==> config.mk <==
export PLATFORM = sky130hd
export DESIGN_NAME = irq_controller
export DESIGN_NICKNAME = d
export VERILOG_FILES = /design/src/rtl/irq_pkg.sv /design/src/rtl/irq_prio_enc.sv /design/src/rtl/irq_controller.sv
export SDC_FILE = /design/constraint.sdc
export NUM_CORES = 1
export LEC_CHECK = 0
export BUFFER_PORTS_ARGS = -buffer_cell sky130_fd_sc_hd__clkbuf_2
export CAP_MARGIN = 20
export CORE_MARGIN = 2
export CORE_UTILIZATION = 39
export CTS_CLUSTER_DIAMETER = 40
export DETAILED_ROUTE_END_ITERATION = 10
export PLACE_DENSITY = 0.77
export SYNTH_ARGS = -nofsm -noshare
export SYNTH_HDL_FRONTEND = slang
export SYNTH_SLANG_ARGS = --single-unit
==> constraint.sdc <==
create_clock -name clk -period 1.76 [get_ports clk]
set_clock_uncertainty 0.05 [all_clocks]
set_input_delay 0.264 -clock clk [delete_from_list [all_inputs] [get_ports clk]]
set_output_delay 0.264 -clock clk [all_outputs]
set_load 0.005 [all_outputs]
==> src/rtl/irq_pkg.sv <==
// Shared definitions for the interrupt controller: register window offsets,
// the request/service state encoding and the CAUSE valid bit position.
package irq_pkg;

    // Byte offsets of the registers inside the 8-word window
    localparam logic [4:0] IRQ_OFS_PEND  = 5'h00;
    localparam logic [4:0] IRQ_OFS_MASK  = 5'h04;
    localparam logic [4:0] IRQ_OFS_CAUSE = 5'h08;
    localparam logic [4:0] IRQ_OFS_EOI   = 5'h0C;
    localparam logic [4:0] IRQ_OFS_GCTL  = 5'h10;
    localparam logic [4:0] IRQ_OFS_TH    = 5'h14;
    localparam logic [4:0] IRQ_OFS_TL    = 5'h18;
    localparam logic [4:0] IRQ_OFS_TCON  = 5'h1C;

    localparam int CAUSE_VALID_BIT = 31;

    typedef enum logic [1:0] {
        IRQ_IDLE    = 2'd0,
        IRQ_REQ     = 2'd1,
        IRQ_SERVICE = 2'd2
    } irq_state_e;

endpackage

==> src/rtl/irq_prio_enc.sv <==
// Lowest-index-first priority encoder over the active interrupt vector.
// any_o reports whether any bit is set; id_o is 0 when nothing is set.
module irq_prio_enc #(
    parameter int N_SRC = 8
) (
    input  logic [N_SRC-1:0] vec_i,
    output logic             any_o,
    output logic [4:0]       id_o
);

    // Scan from the top down so the lowest set bit is the last one written
    always_comb begin
        any_o = |vec_i;
        id_o  = '0;
        for (int i = N_SRC - 1; i >= 0; i--) begin
            if (vec_i[i]) begin
                id_o = 5'(i);
            end
        end
    end

endmodule

==> src/rtl/irq_controller.sv <==
// Memory-mapped interrupt controller driving the CPU IRQ line.
// Rising edges on src latch into PEND; PEND & MASK with GCTL enable raises irq,
// which holds until the CPU acks exception entry; the controller then waits
// for an EOI write before it will request again.
// Optional feature: define IRQ_TIMER_EN to build a 32-bit auto-reload timer
// that replaces src[0] as interrupt source 0.
module irq_controller
    import irq_pkg::*;
#(
    parameter int          N_SRC     = 8,
    parameter logic [31:0] BASE_ADDR = 32'h4000_0020
) (
    input  logic             clk,
    input  logic             reset,
    input  logic [N_SRC-1:0] src,
    input  logic [31:0]      Address,
    input  logic [31:0]      Write_data,
    input  logic             MemRead,
    input  logic             MemWrite,
    output logic [31:0]      Read_data,
    output logic             hit,
    output logic             irq,
    input  logic             irq_ack
);

    logic [N_SRC-1:0] srcPrev_q;
    logic [N_SRC-1:0] pend_q, pend_d;
    logic [N_SRC-1:0] mask_q, mask_d;
    logic             gctl_q, gctl_d;
    logic             causeValid_q, causeValid_d;
    logic [4:0]       causeId_q, causeId_d;
    irq_state_e       state_q, state_d;
    logic             irq_q, irq_d;

    logic [N_SRC-1:0] rise;
    logic [N_SRC-1:0] active;
    logic [N_SRC-1:0] ackClr;
    logic [N_SRC-1:0] w1cClr;
    logic             req;
    logic             encAny;
    logic [4:0]       encId;
    logic [4:0]       regOfs;
    logic             wrEn;
    logic             wrPend, wrMask, wrEoi, wrGctl;
    logic             timerPulse;

    // MemRead only qualifies reads for debug; byte lanes are never used
    logic unused_inputs;
    assign unused_inputs = ^{MemRead, Address[1:0], Write_data};

    assign hit    = (Address[31:5] == BASE_ADDR[31:5]);
    assign regOfs = {Address[4:2], 2'b00};
    assign wrEn   = MemWrite & hit;
    assign wrPend = wrEn && (regOfs == IRQ_OFS_PEND);
    assign wrMask = wrEn && (regOfs == IRQ_OFS_MASK);
    assign wrEoi  = wrEn && (regOfs == IRQ_OFS_EOI);
    assign wrGctl = wrEn && (regOfs == IRQ_OFS_GCTL);

    assign active = pend_q & mask_q;
    assign req    = gctl_q & (|active);
    assign irq    = irq_q;

    irq_prio_enc #(
        .N_SRC (N_SRC)
    ) u_prio_enc (
        .vec_i (active),
        .any_o (encAny),
        .id_o  (encId)
    );

`ifdef IRQ_TIMER_EN
    logic [31:0] th_q, th_d;
    logic [31:0] tl_q, tl_d;
    logic        run_q, run_d;
    logic        wrTh, wrTl, wrTcon;

    assign wrTh       = wrEn && (regOfs == IRQ_OFS_TH);
    assign wrTl       = wrEn && (regOfs == IRQ_OFS_TL);
    assign wrTcon     = wrEn && (regOfs == IRQ_OFS_TCON);
    assign timerPulse = run_q && (tl_q == 32'hFFFF_FFFF);

    // Timer next state: count while running, reload from TH on wrap; software TL write wins
    always_comb begin
        th_d  = th_q;
        tl_d  = tl_q;
        run_d = run_q;
        if (run_q) begin
            tl_d = timerPulse ? th_q : tl_q + 32'd1;
        end
        if (wrTh) begin
            th_d = Write_data;
        end
        if (wrTl) begin
            tl_d = Write_data;
        end
        if (wrTcon) begin
            run_d = Write_data[0];
        end
    end

    // Timer registers
    always_ff @(posedge clk) begin
        if (reset) begin
            th_q  <= '0;
            tl_q  <= '0;
            run_q <= 1'b0;
        end else begin
            th_q  <= th_d;
            tl_q  <= tl_d;
            run_q <= run_d;
        end
    end

    // Source 0 comes from the timer wrap pulse instead of the external line
    always_comb begin
        rise    = src & ~srcPrev_q;
        rise[0] = timerPulse;
    end
`else
    assign timerPulse = 1'b0;

    // Edge detect on every external line
    always_comb begin
        rise = src & ~srcPrev_q;
    end
`endif

    // Request/service FSM plus PEND/MASK/GCTL/CAUSE next state
    always_comb begin
        state_d      = state_q;
        causeValid_d = causeValid_q;
        causeId_d    = causeId_q;
        mask_d       = mask_q;
        gctl_d       = gctl_q;
        ackClr       = '0;
        w1cClr       = '0;

        if (wrMask) begin
            mask_d = Write_data[N_SRC-1:0];
        end
        if (wrGctl) begin
            gctl_d = Write_data[0];
        end
        if (wrPend) begin
            w1cClr = Write_data[N_SRC-1:0];
        end

        case (state_q)
            IRQ_IDLE: begin
                if (req) begin
                    state_d = IRQ_REQ;
                end
            end
            IRQ_REQ: begin
                if (irq_ack) begin
                    state_d      = IRQ_SERVICE;
                    causeValid_d = encAny;
                    causeId_d    = encAny ? encId : 5'd0;
                    if (encAny) begin
                        ackClr = N_SRC'(1) << encId;
                    end
                end else if (!req) begin
                    state_d = IRQ_IDLE;
                end
            end
            IRQ_SERVICE: begin
                if (wrEoi) begin
                    causeValid_d = 1'b0;
                    state_d      = IRQ_IDLE;
                end
            end
            default: begin
                state_d = IRQ_IDLE;
            end
        endcase

        pend_d = (pend_q & ~ackClr & ~w1cClr) | rise;
        irq_d  = (state_d == IRQ_REQ);
    end

    // Controller state registers
    always_ff @(posedge clk) begin
        if (reset) begin
            srcPrev_q    <= '0;
            pend_q       <= '0;
            mask_q       <= '0;
            gctl_q       <= 1'b0;
            causeValid_q <= 1'b0;
            causeId_q    <= '0;
            state_q      <= IRQ_IDLE;
            irq_q        <= 1'b0;
        end else begin
            srcPrev_q    <= src;
            pend_q       <= pend_d;
            mask_q       <= mask_d;
            gctl_q       <= gctl_d;
            causeValid_q <= causeValid_d;
            causeId_q    <= causeId_d;
            state_q      <= state_d;
            irq_q        <= irq_d;
        end
    end

    // Combinational register read mux; zero outside the window
    always_comb begin
        Read_data = '0;
        if (hit) begin
            case (regOfs)
                IRQ_OFS_PEND:  Read_data[N_SRC-1:0] = pend_q;
                IRQ_OFS_MASK:  Read_data[N_SRC-1:0] = mask_q;
                IRQ_OFS_CAUSE: begin
                    Read_data[CAUSE_VALID_BIT] = causeValid_q;
                    Read_data[4:0]             = causeId_q;
                end
                IRQ_OFS_GCTL:  Read_data[0] = gctl_q;
`ifdef IRQ_TIMER_EN
                IRQ_OFS_TH:    Read_data = th_q;
                IRQ_OFS_TL:    Read_data = tl_q;
                IRQ_OFS_TCON:  Read_data[0] = run_q;
`endif
                default:       Read_data = '0;
            endcase
        end
    end

endmodule

# == Yosys cells after proc, flatten, opt, wreduce, memory -nomap -nowiden ==
# Index checks and enable logic that the tools add are counted.
# word_totals
reg_bits,34
inputBits,77
out_inout_bits,34
elab_cells,65
# classes
n_eq_ne,10
n_shift,1
n_mux,26
n_bitwise,10
reduce_logical,10
# op_table
cell,count
AND 8 bit,4
two-way mux 32 bit,1
two-way mux 8 bit,4
"== test 27 x 26 -> 1 bit, second input constant",1
two-way mux 3 bit,8
NOT 8 bit,3
one-hot mux 4 bit (3 select lines),1
two-way mux 2 bit,4
OR 8 bit,1
OR reduction 8 bit,1
"<< shifter 1 x 5 -> 8 bit, first input constant",1
"== test 3 x 2 -> 1 bit, second input constant",2
one-hot mux 2 bit (3 select lines),1
one-hot mux 3 bit (2 select lines),1
logical NOT 5 bit,1
two-way mux 5 bit,1
"== test 2 x 1 -> 1 bit, second input constant",2
logical AND 1 bit,4
"!= test 2 bit, second input constant",2
one-hot mux 1 bit (4 select lines),1
"== test 3 x 1 -> 1 bit, second input constant",1
"== test 3 bit, second input constant",1
two-way mux 1 bit,3
AND reduction 3 bit,1
6 further kinds,7

# == Longest topological paths before layout ==
# Gate-level depths: netlist of the first run.
# logic_depth
depth_word,17
depth_mapped,6
mapped_depth_nobuf,5

# == Cells and area by module ==
# Synthesis of the first run repeated with hierarchy kept, for this count alone.
# hier_totals
cells_unflattened,263
area_unflattened_um2,2194.6
# modules_own_cells
module,instances,cells_each,area_per_inst_um2,seq_area_each_um2
irq_controller,1,247,2094.5,680.7
irq_prio_enc,1,16,100.1,0.0

# == Worst setup path before layout of the first run ==
# Ideal clock, no wire load.
# synth_timing
path_kind,input to output
from,input port Address[11]
to,output port Read_data[3]
t_arrival_ns,1.626
required_ns,1.446
setup_slack_ns,-0.180
cell_stages,6
path_buffers,1
path_cell_list,nor4_2 > nand4_2 > or2_1 > buf_2 > or3_1 > nor2_1
# synth_via
elab_chain_cells,2
# synth_lines
element,line_no,source
from (decl),irq_controller.sv:16,"input logic [31:0] Address,"
== test 27 x 26 -> 1 bit,irq_controller.sv:51,assign hit = (Address[31:5] == BASE_ADDR[31:5]);
two-way mux 32 bit,irq_controller.sv:207,if (hit) begin
to (decl),irq_controller.sv:20,"output logic [31:0] Read_data,"
# No other way between the ends.

# == Worst setup path in the final report of the first run ==
# layout_timing
from,input port Address[6]
to,output port Read_data[5]
# The elaborated chain is that of the path after synthesis.

==> results of run 1 <==
-- routing by layer --
layer | part of all wire, % | routed length (µm) | track usage (%)
met1 | 45 | 1920 | 21.3
met2 | 46 | 1950 | 27.7
met3 | 7.4 | 311 | 4.31
met4 | 1.2 | 49 | 5.66
met5 | 0 | 0 | 0
-- state kept, by name (all words and copies together) (netlist names) --
name / flops
causeId_q: 3
state_q: 2
srcPrev_q: 8
irq: 1
causeValid_q: 1
pend_q: 8
gctl_q: 1
mask_q: 8
-- timing repair --
item | 4_1_cts | 5_1_grt
buffers inserted | 2 | 2
hold buffers | 0 | 0
endpoints found under the hold margin | 0 | 0
pin swaps | 3 | 5
resized for setup | 7 | 20
setup endpoints to repair | 10 | 12
-- worst max-delay path: stages --
cell and delay [ns]:
buf_6 0.10, nor4_4 0.29, nand4_2 0.14, or2_4 0.25
or3_4 0.39, nor2_1 0.14, clkbuf_2 0.12
-- worst min-delay path by stage --
stage | to | slack [ns] | depth (start not counted) | start
6_report | srcPrev_q[0] | 0.17 | 2 | src[0]
5_1_grt | srcPrev_q[2] | 0.16 | 2 | src[2]
3_3_place_gp | pend_q[3] | 0.40 | 2 | srcPrev_q[3]
4_1_cts | srcPrev_q[0] | 0.16 | 2 | src[0]
3_5_place_dp | causeId_q[0] | 0.43 | 2 | causeId_q[0]
2_1_floorplan | srcPrev_q[2] | 0.29 | 1 | reset
-- cells in the final DEF (no fill, tap or decap), drive strengths merged, types with 6 or more instances in the layout --
cell type	n
a21oi	6
a41o	7
buf	20
clkbuf	62
conb	23
dfxtp	32
mux2i	17
nand2	26
nand3	7
nor2	20
nor2b	18
nor4	7
-- power groups by stage --
| stage | clock [µW] | combinational (µW) | sequential [µW] |
|---|---|---|---|
| floorplan | 0 | 121 | 783 |
| global placement | 0 | 163 | 787 |
| finish | 568 | 179 | 774 |
| CTS | 584 | 170 | 773 |
| global route | 612 | 199 | 777 |
| detailed placement | 0 | 168 | 789 |
-- through the flow --
stage	instance area (µm²)	instances	hold slack, ns
5_1_grt	2390	338	0.163
2_1_floorplan	1930	234	0.293
3_5_place_dp	2180	327	0.427
3_3_place_gp	2180	327	0.405
6_report	2390	338	0.167
4_1_cts	2310	337	0.162
-- final cells by class --
type                       instances  area, µm²  share of cell area, %
inverter                           5       18.8                  0.786
multi-input combinational        167       1140                   47.6
clock buffer                       8       90.1                   3.77
tap                               52       65.1                   2.72
sequential                        32        641                   26.8
timing repair buffer              74        438                   18.3
-- cell families after synthesis --
logic type | after synthesis | synth area share (%)
AO/OA/AOI/OAI | 27 | 11.4
other | 1 | 0.208
buffers and inverters | 35 | 12.1
AND/OR/NAND/NOR | 100 | 31.3
flip-flops | 32 | 35.5
multiplexers | 17 | 9.44
==> flow_summary.json, run 1 <==
{
  "yosysWarnings": 0,
  "synth-seq-area-share_pct": 35.5,
  "syn_area_mm2": 0.00180,
  "min_period_ns": 2.01,
  "synthTopCellsByCount": "dfxtp_1 (32), nand2_1 (26), buf_4 (23), nor2_1 (20), nor2b_1 (18)",
  "startpoint_type": "primary input",
  "wl_mm": 4.23,
  "rsz0062_at_grt": "yes",
  "finalSetupViolations": 11,
  "numCtsBuffers": 5,
  "synth_ff_type": "dfxtp_1",
  "gp_congestion": 0.787,
  "synth_cells": 212,
  "grt_start_max_net_pins": 15,
  "die_y_um": 72.0,
  "drtPass1Iterations": 4,
  "synth_cell_types": 38,
  "routedWlPerCell_um": 12.5,
  "path_max_fanout": 5,
  "grt_pass1_vias": 1523,
  "p_sw_share_pct": 23.8,
  "cts_max_level": 2,
  "totalPowerFinal_uw": 1520,
  "internal_power_uw": 1160,
  "startpoint": "Address[6]",
  "rows": 24,
  "yosys-top-cells-area": "dfxtp_1 (36%), buf_4 (9.6%), mux2i_1 (9.4%)",
  "crit_type": "in -> out",
  "ioPinCount": 111,
  "pwr-share-seq_pct": 50.9,
  "powerDensity_mw_per_mm2": 636,
  "ant_nets": 0,
  "p_switching_uw": 362,
  "worstSkewPairLatency_ns": 0.28,
  "area_growth_syn_to_layout_pct": 32.5,
  "required_ns": 1.45,
  "worst-r2r-cell-count": 5,
  "yosys.area.top_type": "dfxtp_1",
  "synth.avg_cell_area_um2": 8.50,
  "ir_drop_uv": 450,
  "vias_per_cell": 4.99,
  "track_usage_pct": 16.7,
  "dpl.hpwl_mm": 3.26,
  "grt_pass1_wl_mm": 6.77,
  "tns_ns": -1.79,
  "portBuffers": 60,
  "synth.most_common_cell": "dfxtp_1",
  "maxCapViolCount": 0,
  "cp.arrival_ns": 1.70,
  "synth_top_area_share_pct": 35.5,
  "status": "complete, but fails checks",
  "drc_errors": 0,
  "preCtsSetupSlack_ns": -0.317,
  "start_util_pct": 40.8,
  "path_clk_slew_ns": 0.06,
  "root_buffer": "clkbuf_8",
  "hold_violations": 0,
  "postLayoutCoreUtil_pct": 54.1,
  "ys_async_sr_fraction_pct": 0,
  "cts.sinks": 32,
  "worstReg2RegEnd": "pend_q[4]",
  "post-route-period-util_pct": 114,
  "max_freq_mhz": 497,
  "p_leak_uw": 0.00110,
  "pwr-share-comb_pct": 11.8,
  "worstHoldPathType": "in -> reg",
  "cts_buffer_depth": 2,
  "via_count": 1687,
  "setup.worst_path.end": "Read_data[5]",
  "fillers": 427,
  "nets": 362,
  "power.share.clock_pct": 37.3,
  "setup_ws_ns": -0.252,
  "violations": "setup timing",
  "n_antenna_cell": 0,
  "synth_edf_count": 0,
  "die_area_mm2": 0.00518,
  "cts_tree": "done",
  "drt_iter0_markers": 68,
  "antenna_found_initial": 0,
  "core_mm2": 0.00441,
  "ys_ff_latch": 32,
  "drive_gt1_share_pct": 35.3,
  "timing.reg2reg.setup_slack_ns": 0.16,
  "overflow": 0,
  "worstReg2RegStart": "state_q[0]",
  "end_kind": "output port",
  "maxSlewViolCount": 0,
  "die_w_um": 72.0
}
(Power assumes the default switching activity.)
==> run 2, diff against run 1 <==
==> constraint.sdc (replaced) <==
create_clock -name clk -period 1.76 [get_ports clk]
set_clock_uncertainty 0.05 [all_clocks]
set_input_delay 0.264 -clock clk [delete_from_list [all_inputs] [get_ports clk]]
set_output_delay 0.264 -clock clk [all_outputs]
set_load 0.05 [all_outputs]
==> flow_summary.json, run 2 (synthesis gave the netlist of run 1 again) <==
{
  "n_antenna_cell": 0,
  "max_freq_mhz": 480,
  "preCtsSetupSlack_ns": -0.341,
  "violations": "setup timing",
  "vias_per_cell": 4.92,
  "worstHoldPathType": "in -> reg",
  "postLayoutCellArea_mm2": 0.00251,
  "cts_buffer_depth": 2,
  "end_kind": "output port",
  "maxCapViolCount": 0,
  "routedWlPerCell_um": 12.4,
  "post-route-period-util_pct": 118,
  "required_ns": 1.45,
  "cts_max_level": 2,
  "die_area_mm2": 0.00518,
  "drt_iter0_markers": 39,
  "multiInputGateArea_mm2": 0.00115,
  "p_leak_uw": 0.00112,
  "rsz0062_at_grt": "yes",
  "setup_ws_ns": -0.325,
  "start_util_pct": 40.8,
  "numCtsBuffers": 5,
  "path_max_fanout": 5,
  "gp_congestion": 0.853,
  "reg.largest.list": "mask_q x8, pend_q x8, srcPrev_q x8",
  "min_period_ns": 2.09,
  "ff_latch_area_um2": 641,
  "core_mm2": 0.00441,
  "wl_mm": 4.15,
  "worstSkewPairLatency_ns": 0.29,
  "postLayoutCoreUtil_pct": 56.9,
  "ant_nets": 0,
  "ir_drop_uv": 376,
  "grt_start_max_net_pins": 15,
  "nets": 359,
  "path_clk_slew_ns": 0.06,
  "hold_buffers": 0,
  "grt_pass1_wl_mm": 6.86,
  "area_growth_syn_to_layout_pct": 39.3,
  "die_y_um": 72.0,
  "mostFrequentLayoutCells": "clkbuf_2 (49), dfxtp_1 (32), nand2_1 (26), conb_1 (23), nor2b_1 (18)",
  "antenna_found_initial": 0,
  "cts_tree": "done",
  "powerDensity_mw_per_mm2": 643,
  "hold_violations": 0,
  "crit_type": "in -> out",
  "portBuffers": 60,
  "drtPass1Iterations": 4,
  "startpoint_type": "primary input",
  "ioPinCount": 111,
  "root_buffer": "clkbuf_8",
  "final_common_cell": "clkbuf_2",
  "die_w_um": 72.0,
  "status": "complete, but fails checks",
  "drc_errors": 0,
  "cp.arrival_ns": 1.77,
  "finalSetupViolations": 10,
  "rows": 24,
  "fillers": 399,
  "drive_gt1_share_pct": 34.3,
  "via_count": 1647,
  "dpl.hpwl_mm": 3.25,
  "maxSlewViolCount": 0,
  "cts.sinks": 32,
  "placed_area_mm2": 0.00236,
  "track_usage_pct": 17.0,
  "grt_pass1_vias": 1507,
  "overflow": 0
}
## run 2: per-stage QoR
step | TNS [ns] | total power (µW) | cells | hold WS, ns
after floorplan | -2.87 | 1010 | 234 | 0.293
after global placement | -3.97 | 1050 | 326 | 0.400
after detailed placement | -4.76 | 1050 | 326 | 0.407
after CTS | -2.21 | 1630 | 334 | 0.159
after global routing | -2.90 | 1690 | 335 | 0.171
final | -2.02 | 1620 | 335 | 0.162
## run 2: area by class of cell
cell class,count,area share (%)
Multi-Input combinational cell,167,45.7
Timing Repair Buffer,71,21.9
Tap cell,52,2.59
Inverter,5,0.747
Sequential cell,32,25.5
Clock buffer,8,3.59
## run 2: timing repair
item	CTS	global route
pin swaps	4	4
setup endpoints to repair	11	11
gates resized for setup	7	4
setup buffers	1	2
gates cloned	0	0
## run 2: report_power, final
group	switching, µW	total (µW)	internal [µW]
Combinational	185	269	83.5
Clock	256	574	318
Sequential	20.9	773	752
Total	462	1620	1150
## run 2: critical path: stages
cell and delay (ns):
clkbuf_2 0.10, nor4_4 0.27, nand4_2 0.14, or2_1 0.26, or3_4 0.43, nor2_4 0.15, buf_12 0.14
## run 2: final timing paths
kind / from / to / slack [ns] / depth (start not counted)
hold reg to reg: causeId_q[0] / causeId_q[0] / 0.42 / 2
hold / removal: src[6] / srcPrev_q[6] / 0.16 / 2
setup / recovery: Address[11] / Read_data[6] / -0.33 / 7
setup reg to reg: state_q[0] / pend_q[5] / 0.18 / 5
## run 2: routing by layer
layer	up-vias	GRT usage [%]	share of wire (%)
li1	842	-	-
met1	728	21.3	43
met2	69	27.9	47
met3	8	4.72	8.1
met4	0	6.71	1.4
met5	-	0	0
==> run 3, diff against run 2 <==
--- a/config.mk
+++ b/config.mk
@@ -5,13 +5,15 @@
 export SDC_FILE = /design/constraint.sdc
 export NUM_CORES = 1
 export LEC_CHECK = 0
-export BUFFER_PORTS_ARGS = -buffer_cell sky130_fd_sc_hd__clkbuf_2
+export BUFFER_PORTS_ARGS = -buffer_cell sky130_fd_sc_hd__buf_2
 export CAP_MARGIN = 20
 export CORE_MARGIN = 2
-export CORE_UTILIZATION = 39
+export CORE_UTILIZATION = 42
 export CTS_CLUSTER_DIAMETER = 40
 export DETAILED_ROUTE_END_ITERATION = 10
-export PLACE_DENSITY = 0.77
+export PLACE_DENSITY = 0.78
+export RECOVER_POWER = 100
 export SYNTH_ARGS = -nofsm -noshare
 export SYNTH_HDL_FRONTEND = slang
+export SYNTH_HIERARCHICAL = 1
 export SYNTH_SLANG_ARGS = --single-unit
==> flow_summary.json, run 3 <==
{
  "worstReg2RegStart": "pend_q[4]",
  "crit_type": "in -> out",
  "numCtsBuffers": 5,
  "track_usage_pct": 21.4,
  "tightest_slew_ns": 0.628,
  "drc_errors": 0,
  "worstReg2RegEnd": "pend_q[5]",
  "min-delay-start": "Write_data[3]",
  "tns_ns": -3.48,
  "nets": 430,
  "drive_gt1_share_pct": 42.8,
  "synth.most_common_cell": "dfxtp_1",
  "rows": 26,
  "violations": "setup timing",
  "cts.sinks": 34,
  "dpl.hpwl_mm": 4.32,
  "die_y_um": 76.3,
  "yosysWarnings": 6,
  "yosys.area.top_type": "dfxtp_1",
  "wl_mm": 6.10,
  "synth_ff_type": "dfxtp_1",
  "holdWs_ns": 0.115,
  "p_leak_uw": 0.00130,
  "maxCapViolCount": 0,
  "hold_depth": 2,
  "root_buffer": "clkbuf_8",
  "placed_area_mm2": 0.00267,
  "drt_iter0_markers": 124,
  "start_util_pct": 43.2,
  "gp_congestion": 0.910,
  "die_area_mm2": 0.00582,
  "final_common_cell": "buf_2",
  "overflow": 0,
  "ys_async_sr_fraction_pct": 0,
  "grt_pass1_vias": 2148,
  "cts_tree": "done",
  "synth_cells": 263,
  "reg.largest.list": "mask_q x8, pend_q x8, srcPrev_q x8",
  "synth-seq-area-share_pct": 31.0,
  "cts_max_level": 2,
  "slew_headroom_pct": 58.2,
  "n_antenna_cell": 0,
  "startpoint_type": "primary input",
  "totalPowerFinal_uw": 1890,
  "ir_drop_uv": 486,
  "vias_per_cell": 5.21,
  "min_period_ns": 2.13,
  "worstSkewPairLatency_ns": 0.29,
  "mostFrequentLayoutCells": "buf_2 (41), buf_4 (32), dfxtp_1 (29), conb_1 (25)",
  "yosys-top-cells-area": "dfxtp_1 (31%), buf_4 (8.6%), o21ai_0 (5.0%)",
  "area_growth_syn_to_layout_pct": 43.0,
  "status": "complete, but fails checks",
  "postLayoutCellArea_mm2": 0.00314,
  "required_ns": 1.45,
  "max_freq_mhz": 471,
  "synth.avg_cell_area_um2": 8.34,
  "synth_top_area_share_pct": 31.0,
  "post-route-period-util_pct": 121,
  "hold_end": "pend_q[3]",
  "core_mm2": 0.00507,
  "worstHoldPathType": "in -> reg",
  "ant_nets": 0,
  "grt_pass1_wl_mm": 10.1,
  "drtPass1Iterations": 5,
  "antenna_found_initial": 0,
  "worst-r2r-cell-count": 7,
  "via_count": 2202,
  "die_w_um": 76.3,
  "grt_start_max_net_pins": 31,
  "path_max_fanout": 7,
  "cp.arrival_ns": 1.81,
  "maxSlewViolCount": 0,
  "powerDensity_mw_per_mm2": 601,
  "timing.reg2reg.setup_slack_ns": -0.08,
  "syn_area_mm2": 0.00219,
  "path_clk_slew_ns": 0.06,
  "ys_ff_latch": 34,
  "setup_ws_ns": -0.365,
  "hold_buffers": 0,
  "postLayoutCoreUtil_pct": 61.9,
  "synth_cell_types": 51,
  "finalSetupViolations": 19,
  "hold_violations": 0,
  "rsz0062_at_grt": "yes",
  "cts_buffer_depth": 2,
  "end_kind": "output port",
  "synth_edf_count": 0,
  "routedWlPerCell_um": 14.4,
  "synthTopCellsByCount": "dfxtp_1 (34), buf_4 (25), o21ai_0 (22), nand2_1 (18)",
  "portBuffers": 60,
  "ioPinCount": 111
}
==> run 3: cell types whose count changed in the layout (fill, tap and decap cells not counted), moves of 10 or more <==
cell,previous run,this run
clkbuf_2,49,3
buf_4,9,32
o21ai_0,2,13
buf_12,10,0
nand2b_1,4,17
buf_2,0,41
mux2i_1,17,7
==> run 3: how the worst max path moves through the flow <==
| stage | from | endpoint | depth (start not counted) | slack, ns |
|---|---|---|---|---|
| finish | Address[20] | Read_data[31] | 7 | -0.37 |
| global route | Address[20] | Read_data[31] | 7 | -0.45 |
| CTS | Address[7] | Read_data[31] | 7 | -0.32 |
| detailed placement | Address[16] | Read_data[31] | 7 | -0.57 |
| global placement | Address[9] | Read_data[31] | 7 | -0.48 |
| floorplan | Address[27] | Read_data[5] | 4 | -0.41 |
==> run 3: power breakdown <==
part | switching, µW | internal (µW) | leakage, µW
sequential | 10.4 | 795 | 0.000280
clock | 280 | 453 | 0.0000573
combinational | 226 | 124 | 0.000960
==> run 3: metrics by stage <==
step	worst slack, ns	instances
2_1_floorplan	-0.413	286
3_3_place_gp	-0.481	406
3_5_place_dp	-0.571	406
4_1_cts	-0.325	418
5_1_grt	-0.450	423
6_report	-0.365	423
==> run 3: cells by family (layout without fill, tap and decap cells) <==
kind of cell	after synthesis	after routing	synth area share [%]
AO/OA/AOI/OAI	59	59	16.5
buffers and inverters	41	108	13.9
flip-flops	34	34	31.0
multiplexers	8	8	3.71
other	2	25	0.342
AND/OR/NAND/NOR	119	119	34.5
==> run 3: per-layer routing <==
metal	GRT usage [%]	vias to the layer above	routed length [µm]
li1	-	1089	-
met1	25.6	1037	2520
met2	36.6	63	3100
met3	5.57	13	353
met4	8.00	0	126
met5	0	-	0
==> run 3: area by class of cell <==
type | instances | area (µm²)
clock inverters | 1 | 30.0
repair buffers | 98 | 716
fillers | 447 | 1940
clock buffers | 6 | 82.6
flip-flops and latches | 34 | 687
multi-input cells | 211 | 1520
well taps | 70 | 87.6
inverters | 3 | 18.8
==> run 3: critical path, cell delays in order <==
cell and delay [ns]:
buf_6 0.10, nor4_4 0.30, nand4_1 0.17, or3_4 0.50, inv_8 0.10, and4b_4 0.24
buf_8 0.14
==> run 3: repair_timing <==
item	4_1_cts	5_1_grt
resized for setup	48	45
gates cloned	0	0
endpoints found under the setup margin	18	20
pin swaps	10	24
buffers inserted	5	7
